[config.mk]
export PLATFORM = sky130hd
export DESIGN_NAME = adc_multi_capture
export DESIGN_NICKNAME = d
export VERILOG_FILES = /design/src/rtl/adc_pkg.sv /design/src/rtl/sample_fifo.sv /design/src/rtl/adc_multi_capture.sv
export SDC_FILE = /design/constraint.sdc
export NUM_CORES = 1
export LEC_CHECK = 0
export ABC_AREA = 1
export CORE_AREA = 2 2 296 298
export CTS_BUF_LIST = sky130_fd_sc_hd__clkbuf_4
export CTS_CLUSTER_DIAMETER = 150
export DETAILED_ROUTE_END_ITERATION = 6
export DIE_AREA = 0 0 298 300
export GPL_ROUTABILITY_DRIVEN = 1
export PLACE_DENSITY_LB_ADDON = 0.05
export SLEW_MARGIN = 20
export SYNTH_ARGS = -nofsm -noshare
export SYNTH_HDL_FRONTEND = slang
export SYNTH_SLANG_ARGS = --single-unit
[constraint.sdc]
create_clock -name clk -period 1.9 [get_ports clk]
set_input_delay 0.475 -clock clk [delete_from_list [all_inputs] [get_ports clk]]
set_output_delay 0.475 -clock clk [all_outputs]
set_load 0.05 [all_outputs]
[src/rtl/adc_pkg.sv]
// Shared definitions for the multi-channel serial ADC capture front end.
// Default geometry and width helpers used by the top and its FIFO.
package adc_pkg;

   typedef enum logic [1:0] {
      ST_IDLE  = 2'd0,
      ST_QUIET = 2'd1,
      ST_CONV  = 2'd2,
      ST_PUSH  = 2'd3
   } adc_state_e;

   localparam int unsigned N_CH_DEF       = 4;
   localparam int unsigned SAMPLE_W_DEF   = 10;
   localparam int unsigned SEQ_W_DEF      = 8;
   localparam int unsigned FIFO_DEPTH_DEF = 16;

   localparam int unsigned FRAME_W = SEQ_W_DEF + N_CH_DEF * SAMPLE_W_DEF;
   localparam int unsigned FILL_W  = $clog2(FIFO_DEPTH_DEF) + 1;

   function automatic int unsigned frame_width(input int unsigned seq_w,
                                               input int unsigned n_ch,
                                               input int unsigned sample_w);
      return seq_w + n_ch * sample_w;
   endfunction

   function automatic int unsigned fill_width(input int unsigned depth);
      return $clog2(depth) + 1;
   endfunction

endpackage

[src/rtl/sample_fifo.sv]
// Show-ahead FIFO; a write into a full FIFO with no simultaneous pop is dropped
// and flagged on drop_o for one cycle.
module sample_fifo
   import adc_pkg::*;
#(
   parameter int unsigned WIDTH = FRAME_W,
   parameter int unsigned DEPTH = FIFO_DEPTH_DEF
) (
   input  logic                     clk,
   input  logic                     reset_b,
   input  logic                     wr_en_i,
   input  logic [WIDTH-1:0]         wr_data_i,
   input  logic                     rd_ready_i,
   output logic [WIDTH-1:0]         rd_data_o,
   output logic                     rd_valid_o,
   output logic [$clog2(DEPTH):0]   fill_o,
   output logic                     drop_o
);

   localparam int unsigned AW = $clog2(DEPTH);
   localparam int unsigned CW = AW + 1;

   logic [WIDTH-1:0] mem_q [DEPTH];
   logic [AW-1:0]    wr_ptr_q, rd_ptr_q;
   logic [CW-1:0]    cnt_q, cnt_d;
   logic             full, pop, wr_ok;

   assign full       = (cnt_q == CW'(DEPTH));
   assign rd_valid_o = (cnt_q != '0);
   assign pop        = rd_valid_o & rd_ready_i;
   // A pop in the same cycle frees the slot the write needs
   assign wr_ok      = wr_en_i & (~full | pop);
   assign drop_o     = wr_en_i & full & ~pop;
   assign rd_data_o  = mem_q[rd_ptr_q];
   assign fill_o     = cnt_q;

   always_comb begin
      cnt_d = cnt_q;
      unique case ({wr_ok, pop})
         2'b10:   cnt_d = cnt_q + CW'(1);
         2'b01:   cnt_d = cnt_q - CW'(1);
         default: cnt_d = cnt_q;
      endcase
   end

   always_ff @(posedge clk or negedge reset_b) begin
      if (!reset_b) begin
         wr_ptr_q <= '0;
         rd_ptr_q <= '0;
         cnt_q    <= '0;
         for (int unsigned i = 0; i < DEPTH; i++) mem_q[i] <= '0;
      end else begin
         cnt_q <= cnt_d;
         if (wr_ok) begin
            mem_q[wr_ptr_q] <= wr_data_i;
            wr_ptr_q        <= wr_ptr_q + AW'(1);
         end
         if (pop) rd_ptr_q <= rd_ptr_q + AW'(1);
      end
   end

endmodule

[src/rtl/adc_multi_capture.sv]
// Multi-channel serial ADC front end: shared cs/sclk generation, parallel
// deserialisation of N_CH data lines, sequence-numbered frames into a FIFO.
module adc_multi_capture
   import adc_pkg::*;
#(
   parameter int unsigned N_CH         = N_CH_DEF,
   parameter int unsigned SAMPLE_W     = SAMPLE_W_DEF,
   parameter int unsigned FRAME_BITS   = 16,
   parameter int unsigned LEAD_BITS    = 4,
   parameter int unsigned CLK_DIV_HALF = 7,
   parameter int unsigned CS_HIGH_PER  = 2,
   parameter int unsigned FIFO_DEPTH   = FIFO_DEPTH_DEF,
   parameter int unsigned SEQ_W        = SEQ_W_DEF
) (
   input  logic                         clk,
   input  logic                         reset_b,
   input  logic                         enable,
   input  logic [N_CH-1:0]              sdata,
   output logic                         cs,
   output logic                         sclk,
   output logic [N_CH*SAMPLE_W-1:0]     out_data,
   output logic [SEQ_W-1:0]             out_seq,
   output logic                         out_valid,
   input  logic                         out_ready,
   output logic [$clog2(FIFO_DEPTH):0]  fill_level,
   output logic                         overflow,
   input  logic                         clear_ovf,
   output logic [15:0]                  drop_cnt
);

   localparam int unsigned DATA_W      = N_CH * SAMPLE_W;
   localparam int unsigned FW          = frame_width(SEQ_W, N_CH, SAMPLE_W);
   localparam int unsigned FLW         = fill_width(FIFO_DEPTH);
   localparam int unsigned QUIET_TICKS = 2 * CS_HIGH_PER;
   localparam int unsigned BIT_MAX     = (FRAME_BITS > QUIET_TICKS) ? FRAME_BITS : QUIET_TICKS;
   localparam int unsigned BIT_W       = $clog2(BIT_MAX + 1);
   localparam int unsigned DIV_W       = $clog2(CLK_DIV_HALF + 1);

   localparam logic [DIV_W-1:0] DIV_LAST   = DIV_W'(CLK_DIV_HALF - 1);
   localparam logic [BIT_W-1:0] QUIET_LAST = BIT_W'(QUIET_TICKS - 1);
   localparam logic [BIT_W-1:0] FRAME_LAST = BIT_W'(FRAME_BITS - 1);
   localparam logic [BIT_W-1:0] KEEP_LO    = BIT_W'(LEAD_BITS);
   localparam logic [BIT_W-1:0] KEEP_HI    = BIT_W'(LEAD_BITS + SAMPLE_W);

   adc_state_e        state_q, state_d;
   logic [DIV_W-1:0]  div_q, div_d;
   logic [BIT_W-1:0]  bit_q, bit_d;
   logic              cs_q, cs_d, sclk_q, sclk_d;
   logic [N_CH-1:0]   sdata_q;
   logic [SEQ_W-1:0]  seq_q, seq_d;
   logic              ovf_q, ovf_d;
   logic [15:0]       drop_q, drop_d;
   logic              tick, shift_en, push, fifo_drop;
   logic [DATA_W-1:0] chan_flat;
   logic [FW-1:0]     fifo_rdata;

   assign tick = (state_q != ST_IDLE) && (div_q == DIV_LAST);

   // bit_q doubles as the tick counter while QUIET and the bit index while CONV
   always_comb begin
      state_d  = state_q;
      div_d    = div_q;
      bit_d    = bit_q;
      cs_d     = cs_q;
      sclk_d   = sclk_q;
      shift_en = 1'b0;
      push     = 1'b0;

      if (state_q == ST_IDLE || state_q == ST_PUSH) div_d = '0;
      else if (tick)                                 div_d = '0;
      else                                           div_d = div_q + DIV_W'(1);

      unique case (state_q)
         ST_IDLE: begin
            cs_d   = 1'b1;
            sclk_d = 1'b1;
            bit_d  = '0;
            if (enable) state_d = ST_QUIET;
         end
         ST_QUIET: begin
            if (tick) begin
               if (bit_q == QUIET_LAST) begin
                  state_d = ST_CONV;
                  bit_d   = '0;
                  cs_d    = 1'b0;
               end else begin
                  bit_d = bit_q + BIT_W'(1);
               end
            end
         end
         ST_CONV: begin
            if (tick) begin
               sclk_d = ~sclk_q;
               if (!sclk_q) begin
                  shift_en = (bit_q >= KEEP_LO) && (bit_q < KEEP_HI);
                  bit_d    = bit_q + BIT_W'(1);
                  if (bit_q == FRAME_LAST) begin
                     state_d = ST_PUSH;
                     bit_d   = '0;
                     cs_d    = 1'b1;
                  end
               end
            end
         end
         ST_PUSH: begin
            push    = 1'b1;
            bit_d   = '0;
            state_d = enable ? ST_QUIET : ST_IDLE;
         end
         default: state_d = ST_IDLE;
      endcase
   end

   always_comb begin
      seq_d  = push ? seq_q + SEQ_W'(1) : seq_q;
      ovf_d  = ovf_q;
      drop_d = drop_q;
      if (clear_ovf) begin
         ovf_d  = 1'b0;
         drop_d = '0;
      end else if (fifo_drop) begin
         ovf_d = 1'b1;
         if (drop_q != '1) drop_d = drop_q + 16'd1;
      end
   end

   always_ff @(posedge clk or negedge reset_b) begin
      if (!reset_b) begin
         state_q <= ST_IDLE;
         div_q   <= '0;
         bit_q   <= '0;
         cs_q    <= 1'b1;
         sclk_q  <= 1'b1;
         sdata_q <= '0;
         seq_q   <= '0;
         ovf_q   <= 1'b0;
         drop_q  <= '0;
      end else begin
         state_q <= state_d;
         div_q   <= div_d;
         bit_q   <= bit_d;
         cs_q    <= cs_d;
         sclk_q  <= sclk_d;
         sdata_q <= sdata;
         seq_q   <= seq_d;
         ovf_q   <= ovf_d;
         drop_q  <= drop_d;
      end
   end

   for (genvar k = 0; k < N_CH; k++) begin : g_ch
      logic [SAMPLE_W-1:0] sr_q;
      always_ff @(posedge clk or negedge reset_b) begin
         if (!reset_b)      sr_q <= '0;
         else if (shift_en) sr_q <= {sr_q[SAMPLE_W-2:0], sdata_q[k]};
      end
      assign chan_flat[k*SAMPLE_W +: SAMPLE_W] = sr_q;
   end

   sample_fifo #(
      .WIDTH (FW),
      .DEPTH (FIFO_DEPTH)
   ) u_fifo (
      .clk        (clk),
      .reset_b    (reset_b),
      .wr_en_i    (push),
      .wr_data_i  ({seq_q, chan_flat}),
      .rd_ready_i (out_ready),
      .rd_data_o  (fifo_rdata),
      .rd_valid_o (out_valid),
      .fill_o     (fill_level),
      .drop_o     (fifo_drop)
   );

   assign cs       = cs_q;
   assign sclk     = sclk_q;
   assign out_data = fifo_rdata[DATA_W-1:0];
   assign out_seq  = fifo_rdata[FW-1 -: SEQ_W];
   assign overflow = ovf_q;
   assign drop_cnt = drop_q;

   if (FLW != $clog2(FIFO_DEPTH) + 1) begin : g_bad_fill_w
      $error("fill width mismatch");
   end

endmodule
==> qor.yml <==
global_routing:
  first_pass_grt_wire_length_um: 185500
  use_met2_pct: 42.12
  number_of_global_route_vias_before_repair: 31340
  globalRoute.totalOverflow: 0
  grt_use_met1_pct: 37.80
  global_route.peak_usage_layer: "met2"
  globalRouteMet3Util_pct: 4.502
  grt_start_max_net_pins: 76
  grt_antenna_before_repair: 5
  grt.total_usage_pct: 26.63
critical_path:
  end_kind: "primary output"
  critPathRequiredTime_ns: 1.42
  arrival_time_worst_endpoint_ns: 2.96
  crit_type: "register to primary output"
  startpoint_type: "register"
  crit_path_cell_trace: "clkinv_8, buf_12, buf_12, nor2_2, o32ai_2, o211ai_1, nand2_4, buf_6"
  critical-path-max-stage-delay_ns: 0.57
  timing.critical_path.fanout_max: 9
  timing.critical_path.mode_cell: "sky130_fd_sc_hd__buf_12"
  worst_path_max_delay_cell: "sky130_fd_sc_hd__dfrtp_4"
logic_synthesis:
  syn-num-nets: 4178
  syn_avg_cell_area_um2: 9.274
  ys_seq_area_share_pct: 56.04
  synth_area_um2: 38500
  netlist_instances: 4151
  yosysUniqueCellTypes: 38
  ys_ff_latch: 862
  synthesis.yosys.warnings: 0
floorplanning:
  die_width_um: 298
  die_footprint_um2: 89400
  row_count: 108
  pin_count: 82
  core_region_area_um2: 86210
  die_height_um: 300
  floorplan.initialDensity_pct: 44.65
routing:
  routed_wirelength_um: 120300
  route.vias.total: 31630
  dr.first_iter.drc_count: 2676
  antenna_left: 0
  drt-wirelength-per-cell_um: 20.70
  viasPerCell: 5.443
  dr.pass1.iters: 6
  post-route-drc-count: 0
power_and_ir_drop:
  cellPowerDensity_nw_per_um2: 1453
  max-vdd-ir-drop_mv: 1.623
  total_leakage_power_nw: 21.60
run_status:
  outcome: "finished, violations left"
  failed_checks: "setup timing"
sta:
  fin_skew_ns: 0.06945
  finalWorstPathRequiredPeriod_ns: 3.430
  final-max-slew-violation-count: 0
  postLayoutSetupSlackWorst_ns: -1.530
  grt_setup_unrepaired: "true"
  timing.max_slew.rel_slack_pct: 45.03
  timing.final.crit_share_pct: 180.5
  finalSetupViolCount: 884
  fin_setup_tns_ns: -227.27
  maxClockFrequency_mhz: 291.5
  worstMarginPinSlew_ns: 0.8218
  final_hold_violation_count: 0
finish:
  final_nets: 4502
  num-fill-cells: 7980
  most-common-layout-cells: "858 x sky130_fd_sc_hd__nand2_1, 844 x sky130_fd_sc_hd__dfrtp_1, 751 x sky130_fd_sc_hd__o21ai_0, 368 x sky130_fd_sc_hd__clkbuf_4, 263 x sky130_fd_sc_hd__o21ai_1"
  area.growth.synth_to_final_pct: 25.61
  leading_cell_type_in_the_layout_fill_and_taps_excluded: "sky130_fd_sc_hd__nand2_1"
  layout-drive-gt1-share_pct: 21.95
place:
  dp_hpwl_um: 67480
  dp_worst_setup_slack_ns: -0.4699
  port_buffers: 81
  routabilityCongestion: 0.7799
run:
  max-cap-violations: 0
cts:
  clkLatencyLatePin_ns: 1.14
  cts.path.max_buffers: 3
  cts_buffers: 230
  clock_sinks: 862
  tritoncts: "yes"
  cts_htree_levels: 4
  cts.clk_slew.worst_paths_ns: 0.06
  clock-root-buffer: "sky130_fd_sc_hd__clkbuf_4"
worst_hold_path:
  min-delay-path-class: "input port to register"
## final timing paths
path	from	to	slack [ns]	cells after the start
min in group asynchronous	reset_b	u_fifo.mem_q[100]	0.58	4
hold reg to reg	sdata_q[0]	g_ch[0].sr_q[0]	0.44	1
hold / removal	clear_ovf	overflow	0.19	3
setup / recovery	u_fifo.rd_ptr_q[0]	out_data[38]	-1.53	8
setup reg to reg	u_fifo.fill_o[0]	u_fifo.mem_q[720]	-0.33	12
max in group asynchronous	reset_b	u_fifo.mem_q[298]	0.07	4
## cells in the mapped netlist (all sizes together)
master | instances | area [µm²]
inv | 97 | 366.6
nand2 | 927 | 3487
o22ai | 2 | 12.51
mux2i | 163 | 1632
dfstp | 2 | 52.55
xor2 | 21 | 183.9
xnor2 | 4 | 35.03
a21oi | 7 | 35.03
clkbuf | 224 | 844.6
or2 | 5 | 31.28
clkinv | 4 | 15.01
nor2 | 282 | 1066
buf | 141 | 1001
nor4 | 1 | 21.27
ha | 18 | 225.2
nand3 | 102 | 525.5
nand4 | 23 | 271.5
o21ai | 1027 | 5140
mux2 | 4 | 45.04
nor3b | 1 | 7.510
o32ai | 29 | 254.0
nor3 | 14 | 70.07
dfrtp | 860 | 21520
o211ai | 29 | 217.7
o21bai | 1 | 7.510
o221ai | 163 | 1428
## through the flow
stage	instances	instance area (µm²)	utilization, %	total power [mW]	hold WS [ns]
final	5811	48350	56.09	70.26	0.1860
after global routing	5811	48350	56.09	73.90	0.1491
after CTS	5781	47580	55.19	69.10	0.07566
after detailed placement	5297	43180	50.08	50.59	0.3659
after global placement	5297	43180	50.08	50.55	0.3713
after floorplan	4151	39020	-	37.37	0.1794
## worst max-delay path, delay by kind of cell, from the launching register on
kind / cells / cell delay, ns
AOI/OAI and AO/OA: 2 / 0.46
buffers and inverters: 4 / 0.65
DFF: 1 / 0.57
and+or+nand+nor: 2 / 0.17
## logic make-up (layout without fill, tap and decap cells)
group           after synthesis  after routing  share of synthesized area [%]
compound gates             1258           1258                          18.43
xor+xnor                     25             25                         0.5688
fa+ha+maj                    18             18                         0.5851
buf+inv                     466            967                          5.785
flops                       862            862                          56.04
mux                         167            167                          4.355
other cells                   0              4                              0
simple gates               1355           1355                          14.24
## sequential cells by signal, indices dropped and copies added (netlist names)
register / flops
u_fifo.mem_q: 768
g_ch.sr_q: 40
drop_cnt: 16
seq_q: 8
bit_q: 5
u_fifo.fill_o: 5
sdata_q: 4
u_fifo.rd_ptr_q: 4
u_fifo.wr_ptr_q: 4
div_q: 3
state_q: 2
cs: 1
overflow: 1
sclk: 1
## timing repair
action	in CTS	in global routing
gates resized for setup	193	140
pin swaps	6	31
cloned	17	9
setup endpoints to repair	422	922
setup buffers	52	19
hold buffers	8	0
endpoints found under the hold margin	867	0
## cell type report
class / instances / area, µm² / share of cell area [%]
Antenna cell: 4 / 10.01 / 0.02070
Clock buffer: 368 / 2763 / 5.713
Clock inverter: 41 / 205.2 / 0.4244
Inverter: 101 / 405.4 / 0.8384
Multi-Input combinational cell: 2823 / 15560 / 32.18
Sequential cell: 862 / 21610 / 44.68
Tap cell: 1155 / 1445 / 2.989
Timing Repair Buffer: 457 / 6361 / 13.16
## metal layers
layer	routed length [µm]	vias to the layer above
met4	2466	0
met2	55060	842
met3	6410	183
met1	56370	15530
met5	0	-
li1	-	15070
## where the power goes
group | switching, mW | internal [mW] | leakage [nW]
Sequential | 0.778 | 19.4 | 11.9
Clock | 7.93 | 8.82 | 1.80
Combinational | 19.3 | 14.1 | 7.88
Power figures use the tool's default switching activity.
